<file path="config.mk">
export PLATFORM = sky130hd
export DESIGN_NAME = arbiter8_pri
export DESIGN_NICKNAME = d
export VERILOG_FILES = /design/src/rtl/arbiter8_pri.sv
export SDC_FILE = /design/constraint.sdc
export NUM_CORES = 1
export LEC_CHECK = 0
export ABC_AREA = 0
export BUFFER_PORTS_ARGS = -buffer_cell sky130_fd_sc_hd__clkbuf_2
export CORE_ASPECT_RATIO = 0.5
export CORE_MARGIN = 2
export CORE_UTILIZATION = 50
export DETAILED_ROUTE_END_ITERATION = 10
export PLACE_DENSITY = 0.85
export SLEW_MARGIN = 0
export SYNTH_ARGS = -nofsm -noshare
export SYNTH_HDL_FRONTEND = slang
export SYNTH_SLANG_ARGS = --single-unit
</file>
<file path="constraint.sdc">
create_clock -name iClk -period 1.9 [get_ports iClk]
set_input_delay 0 -clock iClk [delete_from_list [all_inputs] [get_ports iClk]]
set_output_delay 0 -clock iClk [all_outputs]
set_load 0.005 [all_outputs]
</file>
<file path="src/rtl/arbiter8_pri.sv">
// arbiter8_pri: eight-way fixed-priority arbiter with active-low requests
// and grants, a bounded hold time per grantee, a one-shot fairness mask
// after a timeout, and a mandatory two-cycle idle gap between grants.
module arbiter8_pri #(
  parameter int MAX_HOLD = 8
) (
  input  logic       iClk,
  input  logic       iRst_n,
  input  logic [7:0] iReq,
  input  logic       iEI,
  output logic [7:0] oGnt,
  output logic [2:0] oGntId,
  output logic       oBusy,
  output logic       oEO
);

  typedef enum logic [1:0] {
    IDLE  = 2'b00,
    GRANT = 2'b01,
    GAP   = 2'b10
  } state_t;

  localparam logic [3:0] MAX_HOLD_C = 4'(MAX_HOLD);

  state_t     state_q, state_d;
  logic [7:0] gnt_q, gnt_d;
  logic [2:0] gnt_id_q, gnt_id_d;
  logic       busy_q, busy_d;
  logic [3:0] cnt_q, cnt_d;
  logic       mask_valid_q, mask_valid_d;
  logic [2:0] mask_id_q, mask_id_d;

  logic [7:0] active;
  logic [7:0] others;
  logic [7:0] cand;
  logic [3:0] pick;

  // Returns {found, index} of the highest set bit; later (higher) bits overwrite.
  function automatic logic [3:0] pick_highest(input logic [7:0] act);
    logic [3:0] r;
    r = 4'b0000;
    for (int i = 0; i < 8; i++) begin
      if (act[i]) r = {1'b1, 3'(i)};
    end
    return r;
  endfunction

  // Candidate set for a new grant: drop the masked index only if someone else is asking.
  always_comb begin
    active = ~iReq;
    others = active;
    others[mask_id_q] = 1'b0;
    cand = active;
    if (mask_valid_q && (others != 8'h00)) cand = others;
    pick = pick_highest(cand);
  end

  // Next-state and registered-output logic; outputs follow the state being entered.
  always_comb begin
    state_d      = IDLE;
    gnt_d        = 8'hFF;
    gnt_id_d     = 3'd0;
    busy_d       = 1'b0;
    cnt_d        = cnt_q;
    mask_valid_d = mask_valid_q;
    mask_id_d    = mask_id_q;
    case (state_q)
      IDLE: begin
        if (!iEI && pick[3]) begin
          state_d          = GRANT;
          gnt_id_d         = pick[2:0];
          gnt_d[pick[2:0]] = 1'b0;
          busy_d           = 1'b1;
          cnt_d            = 4'd1;
          mask_valid_d     = 1'b0;
          mask_id_d        = 3'd0;
        end
      end
      GRANT: begin
        if (iReq[gnt_id_q] || iEI) begin
          state_d = GAP;
        end else if (cnt_q == MAX_HOLD_C) begin
          state_d      = GAP;
          mask_valid_d = 1'b1;
          mask_id_d    = gnt_id_q;
        end else begin
          state_d          = GRANT;
          gnt_id_d         = gnt_id_q;
          gnt_d[gnt_id_q]  = 1'b0;
          busy_d           = 1'b1;
          if (cnt_q != 4'hF) cnt_d = cnt_q + 4'd1;
        end
      end
      GAP: begin
        state_d = IDLE;
      end
      default: begin
        state_d = IDLE;
      end
    endcase
  end

  // State and output registers with synchronous active-low reset.
  always_ff @(posedge iClk) begin
    if (!iRst_n) begin
      state_q      <= IDLE;
      gnt_q        <= 8'hFF;
      gnt_id_q     <= 3'd0;
      busy_q       <= 1'b0;
      cnt_q        <= 4'd0;
      mask_valid_q <= 1'b0;
      mask_id_q    <= 3'd0;
    end else begin
      state_q      <= state_d;
      gnt_q        <= gnt_d;
      gnt_id_q     <= gnt_id_d;
      busy_q       <= busy_d;
      cnt_q        <= cnt_d;
      mask_valid_q <= mask_valid_d;
      mask_id_q    <= mask_id_d;
    end
  end

  // Cascade output depends on inputs only: low when enabled and nobody requests.
  always_comb begin
    oEO = ~(~iEI & (iReq == 8'hFF));
  end

  assign oGnt   = gnt_q;
  assign oGntId = gnt_id_q;
  assign oBusy  = busy_q;

endmodule

</file>
* Yosys cells after proc, flatten, opt, wreduce, memory -nomap -nowiden *
Index checks and enable logic that the tools add are counted.

word-level totals
  bits of input ports = 11
  bits in registers = 22

operators by class
  bitwise operators = 8
  reductions and logical operators = 12
  eq/ne operators = 10
  multiplexer cells = 46
  add/sub/neg operators = 1
  magnitude comparators = 6

operator list
  cell                 count
  $mux 4               12
  $mux 8               4
  $not 8->8            4
  $mux 3               6
  $pmux 8 s2           1
  $lt 3x4->1 const B   3
  $pmux 3 s2           2
  $mux 1               11
  $ne 2x2->1 const B   5
  $demux 1 s3          3
  $ge 3x1->1 const B   3
  $and 8x8->8          1
  $eq 8x8->1 const B   1
  $pmux 4 s2           1
  $reduce_bool 8->1    1
  $logic_and 1x1->1    5
  $reduce_and 5->1     1
  $add 4x1->4 const B  1
  $eq 4x4->1 const B   1
  $mux 2               2
  $ne 4x4->1 const B   1
  $pmux 1 s2           2
  $pmux 2 s2           1
  $reduce_and 4->1     1
  9 further kinds      10

* Depth between registers and ports, before layout *
Gate-level depths: netlist of the first run.

  word-level depth = 24
  mapped depth = 9

* Worst setup path before layout of the first run *
Ideal clock, no wire load.

  kind = reg2reg
  from = reg gnt_id_q[1], in the netlist oGntId[1]
  to = reg cnt_q[2]
  buffers on the path = 1
  data arrival time = 2.045 ns
  stages on the path, launching flop included = 9
  clock period less this slack = 2.161 ns
  library setup time = 0.116 ns
  required time = 1.784 ns
  path slack = -0.261 ns
  cells stage by stage = dfxtp_1 -> buf_6 -> mux4_2 -> mux2_4 -> o32a_1 -> nor2_2 -> nand2_1 -> xnor2_1 -> and3_1

on the way
  longest elaborated chain between the ends = 5

ends and longest elaborated chain
  element                            line  text
  from (decl)                        27    logic [2:0] gnt_id_q, gnt_id_d;
  from (signal assigned)             116   gnt_id_q <= gnt_id_d;
  $bmux 1 s3                         80    if (iReq[gnt_id_q] || iEI) begin
  $mux 1 (not written as such)       80
  $logic_or 1x1->1                   80
  $ne 2x2->1 (no source line)        --
  $reduce_and 5->1 (no source line)  --
  to (signal assigned)               118   cnt_q <= cnt_d;
  to (decl)                          29    logic [3:0] cnt_q, cnt_d;

Every way passes these cells. The select of a mux whose other input is x is not followed.
A chain may end at the register's enable or synchronous reset.

* Final worst setup path of the first run *
Same ends and word-level chain as after synthesis.

==> results.json, run 1 <==
{
  "hold_path_startpoint": "iEI",
  "ant_nets": 0,
  "outcome": "complete, but fails checks",
  "cp-end-kind": "register",
  "start_util": 0.5152,
  "ys_ff_latch": 21,
  "nNetsFinal": 263,
  "grt_max_degree": 14,
  "reg2reg_from": "oGntId[1]$_SDFFE_PN0N_",
  "critPathBufInv": 0,
  "dieHeight_um": 43.06,
  "relSlewSlack": 0.6625,
  "wire_per_inst_um": 20.42,
  "final_cell_area_mm2": 0.002230,
  "diodes": 0,
  "io_buffers": 23,
  "grt_overflow": 0,
  "cap_violations": 0,
  "dp_cells": 280,
  "period_needed_ps": 2181,
  "dr.pass1.iters": 6,
  "avgSynthCellArea_um2": 7.985,
  "rsz0062_at_grt": "true",
  "yosys_warnings": 0,
  "die-width_um": 82.11,
  "syn2layout_area_growth_pct": 46.19,
  "max-vdd-ir-drop_mv": 0.4585,
  "worstMarginPinSlew_ps": 505.1,
  "synth-edff-count": 0,
  "grt_pass1_vias": 1725,
  "final_layout_size_suffix_gt1_frac": 0.4498,
  "worstPathMaxFanout": 4,
  "cp.arrival_ps": 2390,
  "max_stage_delay_ps": 550,
  "violations": "setup timing",
  "postRouteWirelength_um": 5902,
  "cts.clk_slew.worst_paths_ps": 80,
  "hold_violations": 0,
  "ys_async_sr_fraction": 0,
  "finalPower_mw": 1.115,
  "rows": 14,
  "min_path_type": "input pin to register",
  "cts_tree": "built",
  "slowest_stage": "mux4_2",
  "stdcell_count": 289,
  "synthFlopType": "dfxtp_1",
  "cts_root_buffer": "clkbuf_8",
  "syn_area_mm2": 0.001525,
  "max_freq_ghz": 0.4585,
  "cp.required_ps": 2110,
  "critPathTopFamily": "multiplexers",
  "clkLatencyLatePin_ps": 260,
  "fin_ws_ps": -281.2,
  "p_leak_nw": 0.8571,
  "grt_pass1_wl_um": 8307,
  "finalCritPeriodShare": 1.148,
  "preCtsSetupSlack_ps": -282.5,
  "holdWs_ps": 178.2,
  "fp.dieArea_mm2": 0.003535,
  "clkSinkCount": 21,
  "avgViaCountPerCell": 6.612,
  "synthCells": 191,
  "fin_skew_ps": 1.285,
  "drt_iter0_markers": 357,
  "crit_chain": "mux4_2 > mux2_4 > o32a_1 > nor2_2 > nand2_1 > xnor2_1 > and3_1",
  "setup_viol": 19,
  "slew_viol_final": 0,
  "dp_hpwl_um": 3559,
  "power.density_mw_per_mm2": 500.1,
  "path_class": "register to register",
  "grt_antenna_before_repair": 0,
  "dr_total_vias": 1911,
  "ys_seq_area_frac": 0.2756,
  "postPlaceCellArea_mm2": 0.001971,
  "syn_nets": 204,
  "drcViolationCount": 0,
  "core_area_mm2": 0.002960,
  "io_pins": 24,
  "clock_path_buffers": 2,
  "cp-startpoint": "oGntId[1]$_SDFFE_PN0N_",
  "h-tree-depth": 1,
  "ys_types": 55,
  "grt_usage": 0.3167,
  "start_kind": "register",
  "cts_buffers": 3,
  "finalWeightedCongestion": 0.9517
}
==> power breakdown <==
part / switching [mW] / internal [mW]
registers: 0.0196 / 0.451
logic: 0.192 / 0.156
clock network: 0.147 / 0.150
total: 0.358 / 0.757
==> routing by layer <==
metal | up-vias | track usage | wire length (µm)
li1 | 819 | - | -
met1 | 867 | 0.4042 | 2203
met2 | 174 | 0.5154 | 2621
met3 | 51 | 0.08298 | 719
met4 | 0 | 0.1167 | 357
met5 | - | 0 | 0
==> worst register-to-register path, stage by stage (launching register included) <==
cell,delay (ps)
dfxtp_4,380
mux4_2,550
mux2_4,320
o32a_1,330
nor2_2,120
nand2_1,80
xnor2_1,180
and3_1,170
==> path summary, 6_finish.rpt <==
check | endpoint | slack (ps) | cells past startpoint
worst max register to register | cnt_q[2]$_SDFFE_PN0P_ | -280 | 7
worst min register to register | mask_valid_q$_SDFFE_PN0P_ | 510 | 2
worst min-delay path | oGnt[2]$_SDFF_PN1_ | 180 | 3
worst max-delay path | cnt_q[2]$_SDFFE_PN0P_ | -280 | 7
==> through the flow <==
stage,setup TNS [ps],utilization
after floorplan,-827.2,-
after global routing,-4895,0.7532
after detailed placement,-2675,0.6657
after global placement,-1930,0.6657
final,-3485,0.7532
after CTS,-2283,0.7181
==> registers in the layout, summed over array words and instances, names as in the netlist <==
register / count
cnt_q: 4
mask_valid_q: 1
mask_id_q: 3
state_q: 2
oGnt: 8
oGntId: 3
==> synthesized netlist by cell type (3+ instances only) <==
cell      number  share of area
a21oi_1        9          0.030
dfxtp_1       21           0.28
nor3_1         5          0.016
inv_1          7          0.017
clkbuf_1       6          0.015
nor2_1        16          0.039
nand2_1       22          0.054
or3_1          5          0.021
o21ai_0       11          0.036
mux2i_1        4          0.026
nor3b_1        3          0.015
nand4_1        3          0.012
buf_4          3          0.015
buf_2          4          0.013
nand3_1       10          0.033
nand3b_1       6          0.030
nor4_1         4          0.016
nand2b_1       5          0.021
==> what timing repair did <==
item / 4_1_cts / 5_1_grt
setup endpoints to repair: 19 / 20
endpoints found under the hold margin: 1 / 0
hold buffers: 1 / 0
pin swaps: 13 / 8
setup buffers: 2 / 2
gates resized for setup: 24 / 21
==> layout make-up <==
cell class	count	area, µm²
multi-input combinational	147	1186
timing repair buffer	69	483.0
inverter	8	30.03
clock buffer	4	45.04
fill	178	730.7
tap	40	50.05
sequential	21	435.4
==> cells in the final DEF, fill, tap and decap left out, types with 4 or more instances in the layout <==
cell / netlist / routed
buf_6: 1 / 6
or3_1: 5 / 5
dfxtp_4: 0 / 4
a21oi_1: 9 / 7
nor2_1: 16 / 15
buf_4: 3 / 38
clkbuf_2: 0 / 24
nand2_1: 22 / 18
nand3b_1: 6 / 6
nand2b_1: 5 / 5
dfxtp_1: 21 / 17
o21ai_0: 11 / 7
inv_1: 7 / 6
nand3_1: 10 / 8
==> kinds of logic (layout without fill, tap and decap cells) <==
logic type                 after synthesis  count (layout)  share of synthesized area
AOI/OAI and AO/OA                       46              46                     0.2412
xor gates and xnor gates                 1               1                   0.005743
adders and majority gates                2               2                    0.01640
buffers and inverters                   23              81                    0.07219
DFF                                     21              21                     0.2756
muxes                                    7               7                    0.06562
and+or+nand+nor                         91              91                     0.3232
Note: power is estimated with default switching activity, not from simulation.
==> run 2: changes to the inputs <==
--- a/config.mk
+++ b/config.mk
@@ -5,7 +5,7 @@
 export SDC_FILE = /design/constraint.sdc
 export NUM_CORES = 1
 export LEC_CHECK = 0
-export ABC_AREA = 0
+export ABC_AREA = 1
 export BUFFER_PORTS_ARGS = -buffer_cell sky130_fd_sc_hd__clkbuf_2
 export CORE_ASPECT_RATIO = 0.5
 export CORE_MARGIN = 2
==> run 2 against run 1 <==
  * Setup slack improved by 400 ps
  * Clock-buffer cell count shrank 1
  * Global-route usage is 9.6 points lower
  * Sequential power grew 2%
  * Synthesized area shrank 6.6%
  * Sequential share of layout area is 6.5 points higher
  * Hold slack got worse by 77 ps
  * Clock skew grew 2.4 ps
  * Largest power group unchanged
  * Die area shrank 6.2%
  * Combinational power is 34% lower
  * The run now ends clean
==> results.json, run 2 <==
{
  "dp_hpwl_um": 2752,
  "grt_antenna_before_repair": 0,
  "grt_usage": 0.2203,
  "ant_nets": 0,
  "synthMuxAreaShare": 0,
  "slew_viol_final": 0,
  "cp-end-kind": "register",
  "synth_top_area_cell": "dfxtp_1",
  "p_leak_nw": 0.7735,
  "final_cell_mix": "nand2_1 (60), inv_1 (25), clkbuf_2 (23), nand3_1 (19), nor2_1 (17)",
  "max-vdd-ir-drop_mv": 0.4894,
  "p_int_mw": 0.6892,
  "syn_nets": 233,
  "finalWeightedCongestion": 0.9268,
  "clkLatencyLatePin_ps": 260,
  "p_switching_mw": 0.3211,
  "power.density_mw_per_mm2": 612.6,
  "fp.dieArea_mm2": 0.003317,
  "ys_ff_latch": 21,
  "grt_pass1_vias": 1301,
  "io_pins": 24,
  "seq_power_share": 0.475,
  "hold_violations": 0,
  "final_util": 0.6220,
  "yosysTopAreaCellShare": 0.2953,
  "max_freq_ghz": 0.5624,
  "ys_async_sr_fraction": 0,
  "wire_per_inst_um": 12.20,
  "avgSynthCellArea_um2": 6.472,
  "ys_types": 29,
  "core_area_mm2": 0.002651,
  "diodes": 0,
  "power_frac_comb": 0.229,
  "largest_reg_flops": 8,
  "final_cell_area_mm2": 0.001649,
  "post-cts-setup-buffers": 0,
  "outcome": "completed",
  "cp.arrival_ps": 1920,
  "dieHeight_um": 41.74,
  "cts_buffers": 3,
  "drt_iter0_markers": 95,
  "io_buffers": 23,
  "start_util": 0.5370,
  "ys_seq_area_frac": 0.2953,
  "cts_root_buffer": "clkbuf_8",
  "fill_cells": 254,
  "dr.pass1.iters": 7,
  "pwr-share-clk": 0.296,
  "h-tree-depth": 1,
  "die-width_um": 79.47,
  "rows": 13,
  "synth-xor-area-share": 0.01230,
  "multi_input_area_um2": 870.8,
  "start_kind": "register",
  "holdWs_ps": 101.6,
  "postPlaceCellArea_mm2": 0.001584,
  "worstMarginPinSlew_ps": 413.4,
  "min_path_type": "input pin to register",
  "cts_tree": "built",
  "dr_total_vias": 1494,
  "final_layout_size_suffix_gt1_frac": 0.2753,
  "period_needed_ps": 1778,
  "cp.required_ps": 2050,
  "syn_area_mm2": 0.001424,
  "worstPathMaxFanout": 7,
  "grt_overflow": 0,
  "setup_viol": 0,
  "synthSimpleGateAreaFrac": 0.4719,
  "clkSinkCount": 21,
  "grt_pass1_wl_um": 5844,
  "clock_path_buffers": 2,
  "drcViolationCount": 0,
  "synth_compound_area_frac": 0.1098,
  "yosysMostFrequentCell": "nand2_1",
  "synthFlopType": "dfxtp_1",
  "synth_common_cells": "nand2_1 (60), inv_1 (25), dfxtp_1 (21), nand3_1 (19), nor2_1 (17)",
  "fin_tns_setup_ps": 0,
  "nNetsFinal": 261,
  "seq_area_um2": 429.2,
  "syn2layout_area_growth_pct": 15.82,
  "avgViaCountPerCell": 5.261,
  "path_class": "register to register",
  "cts.clk_slew.worst_paths_ps": 80,
  "fin_skew_ps": 3.662,
  "relSlewSlack": 0.7208,
  "cap_violations": 0,
  "mostFrequentLayoutCell": "nand2_1",
  "finalPower_mw": 1.010,
  "synthAdderAreaFrac": 0.01757,
  "synthCells": 220,
  "yosys_warnings": 0,
  "synth-edff-count": 0,
  "grt_max_degree": 13,
  "synth_top_family_by_area": "simple AND/OR/NAND/NOR gates",
  "finalCritPeriodShare": 0.9358,
  "swShare": 0.3178,
  "postRouteWirelength_um": 3464,
  "synth_area_leaders": "dfxtp_1 (30%), nand2_1 (16%), nand3_1 (6.7%), inv_1 (6.6%), nand2_2 (6.2%)"
}
==> run 2: cell count changes after synthesis, sizes merged, moves of 6 or more <==
| cell | delta |
|---|---|
| buf | -8 |
| inv | +26 |
| nand2 | +55 |
| nand3 | +11 |
| nor2 | +6 |
| o21ai | -7 |
==> run 2: timing repair <==
item | in CTS | in global routing
setup endpoints to repair | 0 | 10
resized for setup | 0 | 6
hold buffers | 1 | 0
hold endpoints to repair | 3 | 0
==> run 2: worst paths after layout <==
kind	startpoint	end	slack, ps	cells past startpoint
max reg2reg	mask_id_q[1]$_SDFFE_PN0P_	oGnt[6]$_SDFF_PN1_	120	12
min	iEI	oGntId[2]$_SDFFE_PN0N_	100	4
max	mask_id_q[1]$_SDFFE_PN0P_	oGnt[6]$_SDFF_PN1_	120	12
min reg2reg	mask_id_q[0]$_SDFFE_PN0P_	mask_id_q[0]$_SDFFE_PN0P_	510	2
==> run 2: area by class of cell <==
type | instances | area share
inverters | 33 | 0.07511
flip-flops and latches | 21 | 0.2602
clock buffers | 3 | 0.02504
multi-input cells | 164 | 0.5281
well taps | 37 | 0.02807
clock inverters | 1 | 0.003035
repair buffers | 25 | 0.08042
==> run 2: metrics by stage <==
step | setup WS, ps | instances
2_1_floorplan | 329.6 | 220
6_report | 122.0 | 284
3_3_place_gp | 114.2 | 279
3_5_place_dp | 95.92 | 279
4_1_cts | 64.10 | 284
5_1_grt | -1.684 | 284
==> run 2: cell families after synthesis <==
kind of cell,Yosys count
simple gates,136
fa+ha+maj,2
buf+inv,35
flops,21
compound gates,24
xor+xnor,2
==> run 2: power groups by stage <==
stage	Sequential [mW]	Clock, mW	Combinational [mW]
6_report	0.480	0.299	0.231
5_1_grt	0.483	0.326	0.260
4_1_cts	0.480	0.300	0.230
3_5_place_dp	0.490	0	0.227
3_3_place_gp	0.490	0	0.222
2_1_floorplan	0.487	0	0.160
==> run 2: worst max-delay path, stage by stage, from the launching register on <==
cell and delay [ps]:
dfxtp_4 370, inv_2 70, nand3_1 110, nand2_2 90, nand2_1 50, nor2_1 140, nand2_2 90, nand2_4 100
nand2_1 70, nand2_2 120, nand2_2 110, o21ai_0 270, nand2_1 80
==> run 2: per-layer routing <==
| layer | global-route usage | routed length (µm) | part of all wire | vias to the layer above |
|---|---|---|---|---|
| met5 | 0 | 0 | 0 | - |
| met4 | 0.04828 | 40 | 0.012 | 0 |
| met3 | 0.04348 | 177 | 0.051 | 6 |
| met2 | 0.3697 | 1667 | 0.48 | 38 |
| met1 | 0.2943 | 1578 | 0.46 | 687 |
| li1 | - | - | - | 763 |
==> run 3: changes to the inputs <==
==> constraint.sdc (replaced) <==
create_clock -name iClk -period 1.9 [get_ports iClk]
set_input_delay 0.095 -clock iClk [delete_from_list [all_inputs] [get_ports iClk]]
set_output_delay 0.095 -clock iClk [all_outputs]
set_load 0.005 [all_outputs]
==> run 3 against run 2 <==
  * Combinational power about the same
  * Highest routed layer unchanged
  * Register-to-register slack worse by 30 ps
  * Non-clock buffer count down 1
  * Maximum frequency down 1.6%
  * Hold slack worse by 22 ps
  * Critical path depth unchanged
  * Die area unchanged
  * First-iteration DRC count down 2.1%
  * Final area down 0.61%
  * Power down 0.24%
  * Critical path type unchanged
  * Sequential share of layout area up 0.16 points
  * Largest power group unchanged
  * Core utilization down 0.38 points
==> results.json, run 3 (synthesized netlist as in run 2, its figures left out) <==
{
  "p_switching_mw": 0.3201,
  "finalCritPeriodShare": 0.9515,
  "dp_cells": 279,
  "swShare": 0.3176,
  "r2r_slack_ps": 90,
  "fill_cells": 255,
  "crit_top_cell": "nand2_2",
  "io_buffers": 23,
  "cp-end-kind": "register",
  "post-cts-setup-buffers": 0,
  "slew_viol_final": 0,
  "final_layout_size_suffix_gt1_frac": 0.2764,
  "stdcell_count": 283,
  "max-vdd-ir-drop_mv": 0.4891,
  "diodes": 0,
  "final_cell_mix": "nand2_1 (60), inv_1 (25), clkbuf_2 (23), nand3_1 (19), nor2_1 (17)",
  "io_pins": 24,
  "avgViaCountPerCell": 5.205,
  "core_area_mm2": 0.002651,
  "wire_per_inst_um": 12.33,
  "cts_buffers": 3,
  "p_leak_nw": 0.7693,
  "dr.pass1.iters": 4,
  "p_int_mw": 0.6877,
  "reg2regPathDepth": 12,
  "multi_input_area_um2": 870.8,
  "start_kind": "register",
  "dp_hpwl_um": 2752,
  "die-width_um": 79.47,
  "seq_area_um2": 429.2,
  "worstMarginPinSlew_ps": 413.7,
  "grt_antenna_before_repair": 0,
  "cts_tree": "built",
  "hold_violations": 0,
  "whs_endpoint": "oGnt[0]$_SDFF_PN1_",
  "power.density_mw_per_mm2": 614.9,
  "fp.dieArea_mm2": 0.003317,
  "h-tree-depth": 1,
  "grt_usage": 0.2203,
  "seq_power_share": 0.476,
  "r2r_end": "oGnt[6]$_SDFF_PN1_",
  "cp.arrival_ps": 1950,
  "cap_violations": 0,
  "mostFrequentLayoutCell": "nand2_1",
  "power_frac_comb": 0.228,
  "largest_reg_flops": 8,
  "cts.clk_slew.worst_paths_ps": 80,
  "path_class": "register to register",
  "max_freq_ghz": 0.5532,
  "hold_path_startpoint": "iRst_n",
  "holdWs_ps": 79.93,
  "cp.required_ps": 2040,
  "rows": 13,
  "postRouteWirelength_um": 3490,
  "crit_chain": "inv_2 > nand3_1 > nand2_2 > nand2_1 > nor2_1 > nand2_2 > nand2_4 > nand2_1 > nand2_2 > nand2_2 > o21ai_0 > nand2_1",
  "grt_pass1_vias": 1301,
  "clkSinkCount": 21,
  "relSlewSlack": 0.7206,
  "reg2reg_from": "mask_id_q[1]$_SDFFE_PN0P_",
  "period_needed_ps": 1808,
  "slowest_stage": "dfxtp_4",
  "ant_nets": 0,
  "setup_viol": 0,
  "fin_skew_ps": 3.440,
  "syn2layout_area_growth_pct": 15.11,
  "drcViolationCount": 0,
  "pwr-share-clk": 0.296,
  "finalWeightedCongestion": 0.9268,
  "dieHeight_um": 41.74,
  "drt_iter0_markers": 93,
  "cts_root_buffer": "clkbuf_8",
  "start_util": 0.5370,
  "clock_path_buffers": 2,
  "outcome": "completed",
  "grt_max_degree": 13,
  "min_path_type": "input pin to register",
  "min_path_cells": 2,
  "grt_pass1_wl_um": 5844,
  "dr_total_vias": 1473,
  "nNetsFinal": 260,
  "grt_overflow": 0,
  "max_stage_delay_ps": 370,
  "clkLatencyLatePin_ps": 260,
  "worstPathMaxFanout": 7
}
run 3: changes by cell type in the layout (fill, tap and decap cells not counted):
cell,change
dlygate4sd3_1,-1
run 3: per-layer routing:
| layer | global-route usage | part of all wire | vias up |
|---|---|---|---|
| met4 | 0.04828 | 0.011 | 0 |
| met1 | 0.2943 | 0.47 | 673 |
| met5 | 0 | 0 | - |
| met3 | 0.04348 | 0.043 | 4 |
| met2 | 0.3697 | 0.48 | 37 |
| li1 | - | - | 759 |
run 3: repair_timing:
action / 4_1_cts / 5_1_grt
gates resized for setup: 0 / 6
hold buffers: 0 / 0
setup endpoints to repair: 0 / 10
run 3: through the flow:
step	TNS, ps	area [µm²]	util	total power [mW]	setup WS, ps
global route	-1.684	1639	0.6182	1.068	-1.684
floorplan	0	1424	-	0.6474	329.6
detailed placement	0	1584	0.5975	0.7172	95.92
finish	0	1639	0.6182	1.008	92.19
CTS	0	1630	0.6149	1.009	64.10
global placement	0	1584	0.5975	0.7120	114.2
run 3: final cells by class:
class                      count  share of cell area
tap                           37             0.02824
clock inverter                 1            0.003053
sequential                    21              0.2618
multi-input combinational    164              0.5313
inverter                      33             0.07557
clock buffer                   3             0.02519
timing repair buffer          24             0.07481
run 3: power groups by stage:
| stage | clock [mW] | combinational [mW] | sequential [mW] |
|---|---|---|---|
| finish | 0.298 | 0.230 | 0.480 |
| global route | 0.326 | 0.258 | 0.483 |
| CTS | 0.300 | 0.229 | 0.480 |
| detailed placement | 0 | 0.227 | 0.490 |
| global placement | 0 | 0.222 | 0.490 |
| floorplan | 0 | 0.160 | 0.487 |
run 3: worst max-delay path: cells and delay by family (launching register included):
| kind | cells | cell delay [ps] |
|---|---|---|
| AND/OR/NAND/NOR | 10 | 960 |
| flip-flops | 1 | 370 |
| AO/OA/AOI/OAI | 1 | 290 |
| buffers and inverters | 1 | 70 |
run 3: how the worst max path moves through the flow:
stage | from | to | slack [ps] | cells past startpoint
floorplan | oGntId[0]$_SDFFE_PN0N_ | cnt_q[0]$_SDFFE_PN0P_ | 330 | 10
global placement | mask_id_q[0]$_SDFFE_PN0P_ | oGnt[6]$_SDFF_PN1_ | 110 | 11
detailed placement | mask_id_q[2]$_SDFFE_PN0P_ | oGnt[6]$_SDFF_PN1_ | 100 | 11
CTS | mask_id_q[2]$_SDFFE_PN0P_ | oGnt[6]$_SDFF_PN1_ | 60 | 11
global route | mask_id_q[1]$_SDFFE_PN0P_ | oGnt[3]$_SDFF_PN1_ | -2 | 14
finish | mask_id_q[1]$_SDFFE_PN0P_ | oGnt[6]$_SDFF_PN1_ | 90 | 12
